**src/rtl/motor602_deadtime.sv**
```systemverilog
// rtl/motor602_deadtime.sv - three-phase gate interlock with dead-time insertion and conflict fault latching
module motor602_deadtime #(
    parameter int DEAD_CYCLES = 50,
    parameter int CNT_W       = 10
) (
    input  logic       clk50mhzI,
    input  logic       nResetI,
    input  logic [2:0] hiReqI,
    input  logic [2:0] loReqI,
    input  logic       forceStopI,
    input  logic       clrFaultI,
    output logic       aHPo,
    output logic       aLNo,
    output logic       bHPo,
    output logic       bLNo,
    output logic       cHPo,
    output logic       cLNo,
    output logic [2:0] faultO,
    output logic [2:0] busyO
);

    typedef enum logic [1:0] {
        ST_WAIT = 2'd0,
        ST_IDLE = 2'd1,
        ST_HI   = 2'd2,
        ST_LO   = 2'd3
    } state_e;

    localparam logic [CNT_W-1:0] RELOAD = CNT_W'(DEAD_CYCLES - 1);

    state_e           state_q [3];
    state_e           state_d [3];
    logic [CNT_W-1:0] cnt_q   [3];
    logic [CNT_W-1:0] cnt_d   [3];
    logic [2:0]       fault_q;
    logic [2:0]       fault_d;
    logic [2:0]       hi_req;
    logic [2:0]       lo_req;

    // A simultaneous high and low request cancels out to "no request".
    assign hi_req = hiReqI & ~loReqI & {3{~forceStopI}};
    assign lo_req = loReqI & ~hiReqI & {3{~forceStopI}};

    always_comb begin
        fault_d = (hiReqI & loReqI) | (fault_q & {3{~clrFaultI}});
        for (int p = 0; p < 3; p++) begin
            state_d[p] = state_q[p];
            cnt_d[p]   = cnt_q[p];
            case (state_q[p])
                ST_IDLE: begin
                    if (hi_req[p])      state_d[p] = ST_HI;
                    else if (lo_req[p]) state_d[p] = ST_LO;
                end
                ST_HI: begin
                    if (!hi_req[p]) begin
                        state_d[p] = ST_WAIT;
                        cnt_d[p]   = RELOAD;
                    end
                end
                ST_LO: begin
                    if (!lo_req[p]) begin
                        state_d[p] = ST_WAIT;
                        cnt_d[p]   = RELOAD;
                    end
                end
                default: begin
                    // Force stop holds the dead time at its full length.
                    if (cnt_q[p] != '0) begin
                        cnt_d[p] = forceStopI ? RELOAD : cnt_q[p] - CNT_W'(1);
                    end else if (hi_req[p]) begin
                        state_d[p] = ST_HI;
                    end else if (lo_req[p]) begin
                        state_d[p] = ST_LO;
                    end else begin
                        state_d[p] = ST_IDLE;
                    end
                end
            endcase
        end
    end

    always_ff @(posedge clk50mhzI or negedge nResetI) begin
        if (!nResetI) begin
            for (int p = 0; p < 3; p++) begin
                state_q[p] <= ST_WAIT;
                cnt_q[p]   <= RELOAD;
            end
            fault_q <= 3'b000;
        end else begin
            for (int p = 0; p < 3; p++) begin
                state_q[p] <= state_d[p];
                cnt_q[p]   <= cnt_d[p];
            end
            fault_q <= fault_d;
        end
    end

    // Gates decode from the state register only, so reset turns them off at once.
    assign aHPo = (state_q[0] != ST_HI);
    assign bHPo = (state_q[1] != ST_HI);
    assign cHPo = (state_q[2] != ST_HI);
    assign aLNo = (state_q[0] == ST_LO);
    assign bLNo = (state_q[1] == ST_LO);
    assign cLNo = (state_q[2] == ST_LO);

    assign busyO[0] = (state_q[0] == ST_WAIT);
    assign busyO[1] = (state_q[1] == ST_WAIT);
    assign busyO[2] = (state_q[2] == ST_WAIT);
    assign faultO   = fault_q;

endmodule

```
**config.mk**
```make
export PLATFORM = sky130hd
export DESIGN_NAME = motor602_deadtime
export DESIGN_NICKNAME = d
export VERILOG_FILES = /design/src/rtl/motor602_deadtime.sv
export SDC_FILE = /design/constraint.sdc
export NUM_CORES = 1
export LEC_CHECK = 0
export ABC_CLOCK_PERIOD_IN_PS = 2590
export CAP_MARGIN = 30
export CORE_MARGIN = 2
export CORE_UTILIZATION = 50
export CTS_CLUSTER_DIAMETER = 80
export CTS_CLUSTER_SIZE = 16
export DETAILED_ROUTE_END_ITERATION = 6
export PLACE_DENSITY = 0.71
export SKIP_LAST_GASP = 1
export SLEW_MARGIN = 40
export SYNTH_ARGS = -nofsm -noshare
export SYNTH_HDL_FRONTEND = slang
export SYNTH_SLANG_ARGS = --single-unit
export TNS_END_PERCENT = 100
```
**constraint.sdc**
```tcl
create_clock -name clk50mhzI -period 2.59 [get_ports clk50mhzI]
set_input_delay 0.3885 -clock clk50mhzI [delete_from_list [all_inputs] [get_ports clk50mhzI]]
set_output_delay 0.3885 -clock clk50mhzI [all_outputs]
set_load 0.05 [all_outputs]
```
# Word-level counts from Yosys, hierarchy flattened
# Cells that the tools add are included.
# classes
addsub,3
n_eq_ne,24
mux,39
bitwise,14
n_reduce_logical,15
# ops
op,n
two-way mux 10 bit,12
case mux 10 bit (3 select lines),3
two-way mux 2 bit,21
nonzero test 10 bit,3
subtractor 10 x 1 -> 10 bit (second input constant),3
AND reduction 4 bit,6
bitwise AND 3 bit,6
inequality test 2 bit (second input constant),9
case mux 2 bit (3 select lines),3
== test 2 bit (second input constant),6
inequality test 4 x 2 -> 1 bit (second input constant),3
inequality test 3 bit (second input constant),3
nonzero test 3 bit,3
== test 2 x 1 -> 1 bit (second input constant),3
zero test 2 bit,3
inverter 3 bit,2
inverter 1 bit,5
bitwise OR 3 bit,1
# word_totals
reg_bits,39
input_bits,10
out_inout_bits,12
elab_cells,102

# Longest topological paths before layout
# Gate-level depths: netlist (run 1).
# logic_depth
word_depth,7
depth_mapped,8
mapped_depth_nobuf,6

# Worst setup path before layout (run 1)
# No wires, ideal clock.
# synth_path
path_type,register -> register
startpoint,register state_q[0] (netlist name)
endpoint,register cnt_q[8] (netlist name)
setup_time_ps,76
arrival_time_ps,2212
t_required_ps,2514
path_slack_ps,302
path_stages_with_launch,7
path_buffers,1
period_less_slack_ps,2288
cell_sequence,dfrtp_1 ha_1 or3_1 buf_2 a311o_1 or4_1 o21ai_1
# synth_via
elab_chain_cells,3
word_cells_on_any_way,9
classes_between,eq/ne: 5; mux: 1; bitwise: 1; reduce/logical: 2
# synth_lines
element,line,source
"start, declared",31,state_e state_q [3];
"start signal, assigned by index",91,state_q[p] <= state_d[p];
== test 2 bit *,-,
net cLNo,17,"output logic cLNo,"
inequality test 2 bit (no source line) or nonzero test 3 bit (tied branches),-,
AND reduction 4 bit (no source line),-,
"end signal, assigned by index",92,cnt_q[p] <= cnt_d[p];
"end, declared",33,logic [CNT_W-1:0] cnt_q [3];
# Mark *: on every way through the listed nets, which the timed path passes. The rest lies on a longest branch.
# A chain may end at the register's enable or synchronous reset.

# Worst setup path after layout (run 1)
# layout_path
startpoint,register state_q[0] (netlist name)
endpoint,output cHPo
# layout_via
elab_chain_cells,1
# layout_lines
element,line,source
inequality test 2 bit,101,assign cHPo = (state_q[2] != ST_HI);
"end, declared",16,"output logic cHPo,"
# Every way passes these cells.

==> reports/metrics.cfg, run 1 <==
[finish]
fillerInstances=442
n_antenna_cell=0
flow.area_growth_from_synthesis_pct=16.86
multi_input_comb_area_um2=1408
register_area_um2=987.2
finalInstanceArea_um2=2967
layout.nets=335
final_layout_size_suffix_gt1_frac=0.1158

[clock_tree]
cts_buffers=5
buffers_from_clock_root_to_sink_at_most=2
tritoncts=done
cts_hold_buffers=0
cts_sinks=39
cts-htree-levels=2
post_cts.resized_instances=0
root_buffer=sky130_fd_sc_hd__clkbuf_8
cts_setup_buffers=0
path_clk_slew_ps=80
clock_insertion_delay_worst_skew_ps=290

[placed_design]
hpwl_um=3952
place_area_um2=2885
buffer_ports.inserted=21
final_weighted_congestion_in_routability_driven_placement=0.8344

[min_path]
holdCritPathClass=input pin to async pin

[sta]
setup_viol=0
totalNegativeSetupSlack_ps=0
grt_setup_unrepaired=no
finClkSkew_ps=5.524
report.final.hold_viol_count=0
transition_at_the_pin_with_the_smallest_max_transition_slack_ps=597.4
fmax_ghz=0.4392
slew_headroom=0.5987
finalCritPeriodShare=0.8791
min_period_ps=2277
slew_viols_final=0

[routing]
ant_nets=0
via_count=2181
detail_route.wl_per_cell_um=14.54
drt-initial-drc-count=117
vias_per_cell=5.770
firstDrtPassIters=4
finalWirelength_um=5496
detail_route.drc_violations=0

[power_and_ir_drop]
p_leak_nw=1.300
comb_power_share=0.568
power_frac_clock=0.120
cellPowerDensity_nw_per_um2=1119
p_sw_w=0.001511
worst_ir_drop_vdd_mv=0.6704
p_int_w=0.001810
power_switching_share=0.4550
sequentialPowerShare=0.311

[global_routing]
via_count_of_the_first_global_routing_pass=2033
grt.total_usage=0.2126
antenna_found_initial=0
grt_start_max_net_pins=40
grt.overflow.total=0
grt_first_pass_wirelength_um=9246

[die]
top_level_ports=22
rows=25
design.die.area_um2=5663
vertical_die_dimension_um=75.26
die_width_um=75.26
core_region_area_um2=4817
start_util=0.5270

[synth]
mappedNetlistNets=304
post-synth-top-area-cell=sky130_fd_sc_hd__dfrtp_1
yosysWarnings=0
synth.most_common_cell=sky130_fd_sc_hd__dfrtp_1
syn-cell-area_um2=2539
post_synth.cell_area_avg_um2=9.099
asr_flop_ratio_synth=1.000
synth_edf_count=0
netlist-cell-type-count=56
synth_top_flop_cell=sky130_fd_sc_hd__dfrtp_1
synth-seq-cells=39
seq_area_frac_synth=0.3889
synth.top_cells.by_area=sky130_fd_sc_hd__dfrtp_1, sky130_fd_sc_hd__dfstp_2, sky130_fd_sc_hd__ha_1
synth_cells=279
synth.top_cells.by_count=sky130_fd_sc_hd__dfrtp_1, sky130_fd_sc_hd__inv_1, sky130_fd_sc_hd__nor2_1
yosys.area.top_type_share=0.2957

[status]
outcome=complete, no violations

[setup_path]
cp_required_ps=2200
critPathCaptureType=output pin
critPathArrivalTime_ps=1890
cp_max_fo=5
start_kind=flop
setup.worst_path.class=flop to output pin

[flow_run]
drv.max_cap_violation_count=0

## layout make-up
type / count / area share
Tap cell: 67 / 0.02826
Inverter: 27 / 0.03416
Sequential cell: 39 / 0.3328
Multi-Input combinational cell: 203 / 0.4745
Clock inverter: 1 / 0.001687
Timing Repair Buffer: 34 / 0.1029
Clock buffer: 7 / 0.02573
## per-stage QoR
step | hold slack [ps] | setup WS (ps) | total power (W) | util | cells
after global routing | 97.55 | 214.0 | 0.003582 | 0.6158 | 378
after detailed placement | 397.1 | 116.0 | 0.002916 | 0.5990 | 370
after floorplan | 92.91 | 302.0 | 0.002407 | - | 279
final | 60.13 | 313.0 | 0.003321 | 0.6158 | 378
after global placement | 474.9 | 167.7 | 0.002887 | 0.5984 | 370
after CTS | 75.88 | 300.2 | 0.003334 | 0.6158 | 378
## placed cells by master (no fill, tap or decap), types with 3 or more instances in the layout
cell type,netlist,layout
sky130_fd_sc_hd__clkbuf_8,0,5
sky130_fd_sc_hd__buf_4,0,14
sky130_fd_sc_hd__inv_1,27,27
sky130_fd_sc_hd__a31oi_1,9,9
sky130_fd_sc_hd__clkdlybuf4s50_1,0,20
sky130_fd_sc_hd__nor2_1,22,22
sky130_fd_sc_hd__nand2b_1,3,3
sky130_fd_sc_hd__nand3b_1,5,5
sky130_fd_sc_hd__or3_1,12,12
sky130_fd_sc_hd__nand2_1,14,14
sky130_fd_sc_hd__o32ai_1,3,3
sky130_fd_sc_hd__ha_1,15,15
sky130_fd_sc_hd__nor4_1,5,5
sky130_fd_sc_hd__nand3_1,7,7
sky130_fd_sc_hd__dfstp_2,9,9
sky130_fd_sc_hd__mux2_1,3,3
sky130_fd_sc_hd__o21ai_0,8,8
sky130_fd_sc_hd__dfrtp_1,30,30
sky130_fd_sc_hd__a21oi_1,12,12
sky130_fd_sc_hd__o41ai_1,4,4
sky130_fd_sc_hd__nor3_1,11,11
sky130_fd_sc_hd__o21ai_1,6,6
sky130_fd_sc_hd__mux2i_1,7,7
sky130_fd_sc_hd__o31ai_1,10,10
## power groups by stage
stage | Combinational (W) | Sequential [W] | Clock, W
3_3_place_gp | 0.00185 | 0.00104 | 0
2_1_floorplan | 0.00140 | 0.00101 | 0
5_1_grt | 0.00207 | 0.00107 | 0.000441
3_5_place_dp | 0.00187 | 0.00104 | 0
6_report | 0.00189 | 0.00103 | 0.000400
4_1_cts | 0.00188 | 0.00103 | 0.000417
## metal layers
layer | vias to the layer above | wire (µm) | GRT usage | part of all wire
li1 | 1090 | - | - | -
met1 | 1033 | 2747 | 0.3006 | 0.50
met2 | 49 | 2505 | 0.3343 | 0.46
met3 | 9 | 189 | 0.04418 | 0.034
met4 | 0 | 53 | 0.05653 | 0.0096
met5 | - | 0 | 0 | 0
## flip-flops by register name (all words and copies together), names as in the netlist
signal,flops
faultO,3
state_q,6
cnt_q,30
## critical path, stage by stage (launching register included)
cell and delay, ps:
sky130_fd_sc_hd__dfrtp_1 390, sky130_fd_sc_hd__inv_1 90, sky130_fd_sc_hd__ha_1 270, sky130_fd_sc_hd__inv_1 70, sky130_fd_sc_hd__clkdlybuf4s50_1 790
## final timing paths
kind | from | endpoint | slack (ps) | cells after the start
worst min register to register | cnt_q[0]$_DFFE_PN1P_ | cnt_q[0]$_DFFE_PN1P_ | 490 | 2
worst min-delay path | nResetI | cnt_q[2]$_DFFE_PN0P_ | 60 | 1
worst max-delay path | state_q[0]$_DFFE_PN0P_ | cHPo | 310 | 4
min in group clk50mhzI | cnt_q[0]$_DFFE_PN1P_ | cnt_q[0]$_DFFE_PN1P_ | 490 | 2
worst max register to register | cnt_q[0]$_DFFE_PN1P_ | cnt_q[7]$_DFFE_PN0P_ | 430 | 6
max in group asynchronous | nResetI | cnt_q[10]$_DFFE_PN1P_ | 2160 | 1
## cells by family (layout without fill, tap and decap cells)
| kind of cell | count (synthesis) | after routing | share of synthesized area |
|---|---|---|---|
| simple gates | 101 | 101 | 0.2267 |
| compound gates | 74 | 74 | 0.2026 |
| flops | 39 | 39 | 0.3889 |
| buf+inv | 37 | 69 | 0.05668 |
| fa+ha+maj | 15 | 15 | 0.07393 |
| mux | 10 | 10 | 0.04091 |
| xor+xnor | 3 | 3 | 0.01035 |
No activity file was read; power rests on OpenSTA's default activity.
==> inputs of run 2 (changes only) <==
--- a/config.mk
+++ b/config.mk
@@ -5,7 +5,7 @@
 export SDC_FILE = /design/constraint.sdc
 export NUM_CORES = 1
 export LEC_CHECK = 0
-export ABC_CLOCK_PERIOD_IN_PS = 2590
+export ABC_CLOCK_PERIOD_IN_PS = 2100
 export CAP_MARGIN = 30
 export CORE_MARGIN = 2
 export CORE_UTILIZATION = 50
@@ -13,6 +13,7 @@
 export CTS_CLUSTER_SIZE = 16
 export DETAILED_ROUTE_END_ITERATION = 6
 export PLACE_DENSITY = 0.71
+export SKIP_CTS_REPAIR_TIMING = 1
 export SKIP_LAST_GASP = 1
 export SLEW_MARGIN = 40
 export SYNTH_ARGS = -nofsm -noshare
==> constraint.sdc (replaced) <==
create_clock -name clk50mhzI -period 2.1 [get_ports clk50mhzI]
set_input_delay 0.315 -clock clk50mhzI [delete_from_list [all_inputs] [get_ports clk50mhzI]]
set_output_delay 0.315 -clock clk50mhzI [all_outputs]
set_load 0.05 [all_outputs]
==> run 2 against run 1 <==
Against the previous run: non-clock buffer count is 31 higher; sequential share of layout area is 3.3 points lower; sequential cell count stayed put; register-to-register slack worse by 370 ps; sequential power is 25% higher; utilization is 6.8 points higher; clock power is 87% higher; global-route usage is 1.0 points higher; cell count is 8.2% higher; first-iteration DRC count is 23% lower; critical endpoint is now cnt_q[13]$_DFFE_PN0P_; highest routed layer unchanged.
==> reports/metrics.cfg, run 2 (synthesis results as in run 1) <==
[die]
core_region_area_um2=4817  ; unchanged
design.die.area_um2=5663  ; unchanged
start_util=0.5270  ; unchanged
rows=25  ; unchanged
die_width_um=75.26  ; unchanged
vertical_die_dimension_um=75.26  ; unchanged
top_level_ports=22  ; unchanged

[min_path]
holdCritPathClass=flop to flop
hold_path_depth=2

[setup_path]
worstPathCellList=inv_1 -> ha_2 -> nor4b_1 -> buf_4 -> and4b_1 -> buf_6 -> or2_4 -> a211o_1
worst_r2r_endpoint=cnt_q[13]$_DFFE_PN0P_
cpLargestDelayFamily=simple AND/OR/NAND/NOR gates
cp_max_fo=6  ; +1
start_kind=flop
critPathArrivalTime_ps=2210  ; +320 ps
reg2reg_depth=8  ; +2
regToRegStartpoint=cnt_q[10]$_DFFE_PN1P_
worstPathBufferInverterCount=3  ; unchanged
cp-startpoint=cnt_q[10]$_DFFE_PN1P_
worstSetupEndpoint=cnt_q[13]$_DFFE_PN0P_
setup.worst_path.class=flop to flop
critical-path-max-stage-delay_ps=550  ; -240 ps
critPathCaptureType=flop
critical_path_depth=8  ; +4
cp_required_ps=2280  ; +80 ps
r2r_slack_ps=60  ; -370 ps
crit_slowest_cell=sky130_fd_sc_hd__dfstp_2

[finish]
final_layout_size_suffix_gt1_frac=0.2485  ; +0.1328
top_register=cnt_q
largest_register_ffs=30  ; unchanged
layout_common_cells=sky130_fd_sc_hd__buf_4, sky130_fd_sc_hd__dfrtp_1, sky130_fd_sc_hd__inv_1
n_antenna_cell=0  ; unchanged
layout.nets=366  ; +9.3%
fillerInstances=407  ; -7.9%
flow.area_growth_from_synthesis_pct=29.77
layout.cells.most_common=sky130_fd_sc_hd__buf_4

[power_and_ir_drop]
p_leak_nw=1.514  ; +16%
cellPowerDensity_nw_per_um2=1416  ; +26%
worst_ir_drop_vdd_mv=0.7833  ; +17%

[clock_tree]
cts_buffers=5  ; unchanged
path_clk_slew_ps=80  ; about the same
buffers_from_clock_root_to_sink_at_most=2  ; unchanged
root_buffer=sky130_fd_sc_hd__clkbuf_8
tritoncts=done
clock_insertion_delay_worst_skew_ps=290  ; about the same
cts-htree-levels=2  ; unchanged
cts_sinks=39  ; unchanged

[global_routing]
grt.total_usage=0.2227  ; +0.01007
grt_start_max_net_pins=23  ; -43%
grt_util_met2=0.3733  ; +0.03899
globalRouteMet1Util=0.3008  ; about the same
grt.overflow.total=0  ; unchanged
grt-busiest-layer=met2
antenna_found_initial=0  ; unchanged
grt_first_pass_wirelength_um=9777  ; +5.7%
gr-usage-met3=0.03748  ; -0.006693
via_count_of_the_first_global_routing_pass=2186  ; +7.5%

[sta]
totalNegativeSetupSlack_ps=0  ; unchanged
min_period_ps=2036
final_critical_path_setup_slack_ps=64.10  ; -248.9 ps
setup_viol=0  ; unchanged
slew_headroom=0.6497  ; +0.05102
grt_setup_unrepaired=yes
slew_viols_final=0  ; unchanged
fmax_ghz=0.4912
finalCritPeriodShare=0.9695
finClkSkew_ps=6.889  ; +1.364 ps
transition_at_the_pin_with_the_smallest_max_transition_slack_ps=523.8  ; -73.57 ps
report.final.hold_viol_count=0  ; unchanged

[status]
outcome=complete, no violations

[routing]
vias_per_cell=5.748  ; -0.38%
detail_route.wl_per_cell_um=14.54  ; about the same
via_count=2351  ; +7.8%
finalWirelength_um=5947  ; +8.2%
detail_route.drc_violations=0  ; unchanged
ant_nets=0  ; unchanged
firstDrtPassIters=4  ; unchanged
drt-initial-drc-count=90  ; -23%

[placed_design]
hpwl_um=4305  ; +8.9%
dp_worst_setup_slack_ps=-232.0  ; -348.0 ps
buffer_ports.inserted=21  ; unchanged
final_weighted_congestion_in_routability_driven_placement=0.8591  ; +3.0%

[flow_run]
drv.max_cap_violation_count=0  ; unchanged

run 2: changes by cell type in the layout (fill, tap and decap cells not counted), sizes merged:
| cell | before | now |
|---|---|---|
| bufinv | 0 | 2 |
| clkdlybuf4s50 | 20 | 11 |
| clkinv | 1 | 0 |
| dlymetal6s2s | 0 | 2 |
| buf | 14 | 51 |
| clkbuf | 7 | 6 |
| dlygate4sd3 | 0 | 1 |
run 2: how the worst min path moves through the flow:
stage | end | start | slack, ps
2_1_floorplan | cnt_q[11]$_DFFE_PN0P_ | nResetI | 20
3_3_place_gp | cnt_q[2]$_DFFE_PN0P_ | nResetI | 300
3_5_place_dp | cnt_q[1]$_DFFE_PN0P_ | nResetI | 310
4_1_cts | cnt_q[1]$_DFFE_PN0P_ | nResetI | -10
5_1_grt | cnt_q[0]$_DFFE_PN1P_ | cnt_q[0]$_DFFE_PN1P_ | 530
6_report | cnt_q[0]$_DFFE_PN1P_ | cnt_q[0]$_DFFE_PN1P_ | 500
run 2: worst reg2reg max path: stages (launching register included):
cell                      delay, ps
sky130_fd_sc_hd__dfstp_2        550
sky130_fd_sc_hd__inv_1           50
sky130_fd_sc_hd__ha_2           180
sky130_fd_sc_hd__nor4b_1        140
sky130_fd_sc_hd__buf_4          140
sky130_fd_sc_hd__and4b_1        180
sky130_fd_sc_hd__buf_6          130
sky130_fd_sc_hd__or2_4          240
sky130_fd_sc_hd__a211o_1        290
run 2: power by group:
group / internal (W) / switching [W]
sequential: 0.00103 / 0.000252
combinational: 0.00119 / 0.00144
clock: 0.000475 / 0.000271
total: 0.00270 / 0.00196
run 2: cell type report:
| class | count | area, µm² | share of cell area |
|---|---|---|---|
| Inverter | 27 | 101.3 | 0.03076 |
| Timing Repair Buffer | 65 | 529.3 | 0.1607 |
| Clock buffer | 6 | 72.57 | 0.02203 |
| Sequential cell | 39 | 987.2 | 0.2997 |
| Clock inverter | 2 | 60.06 | 0.01823 |
| Multi-Input combinational cell | 203 | 1460 | 0.4432 |
| Tap cell | 67 | 83.83 | 0.02545 |
run 2: routing by layer:
metal,part of all wire,vias up
met4,0.0040,0
met2,0.48,49
met1,0.48,1142
met3,0.032,2
met5,0,-
li1,-,1158
run 2: per-stage QoR:
step,area [µm²],hold slack [ps],instances,util,total power (W)
2_1_floorplan,2567,19.41,279,-,0.003016
3_3_place_gp,3097,303.7,398,0.6429,0.003806
3_5_place_dp,3097,309.4,398,0.6429,0.003854
4_1_cts,3229,-14.14,406,0.6704,0.004628
5_1_grt,3294,528.9,409,0.6839,0.005006
6_report,3294,497.8,409,0.6839,0.004664
==> inputs of run 3 (changes only) <==
--- a/config.mk
+++ b/config.mk
@@ -6,7 +6,7 @@
 export NUM_CORES = 1
 export LEC_CHECK = 0
 export ABC_CLOCK_PERIOD_IN_PS = 2100
-export CAP_MARGIN = 30
+export CAP_MARGIN = 20
 export CORE_MARGIN = 2
 export CORE_UTILIZATION = 50
 export CTS_CLUSTER_DIAMETER = 80
==> results of run 3 <==
Final layout, timing and power as in run 2 (identical DEF).
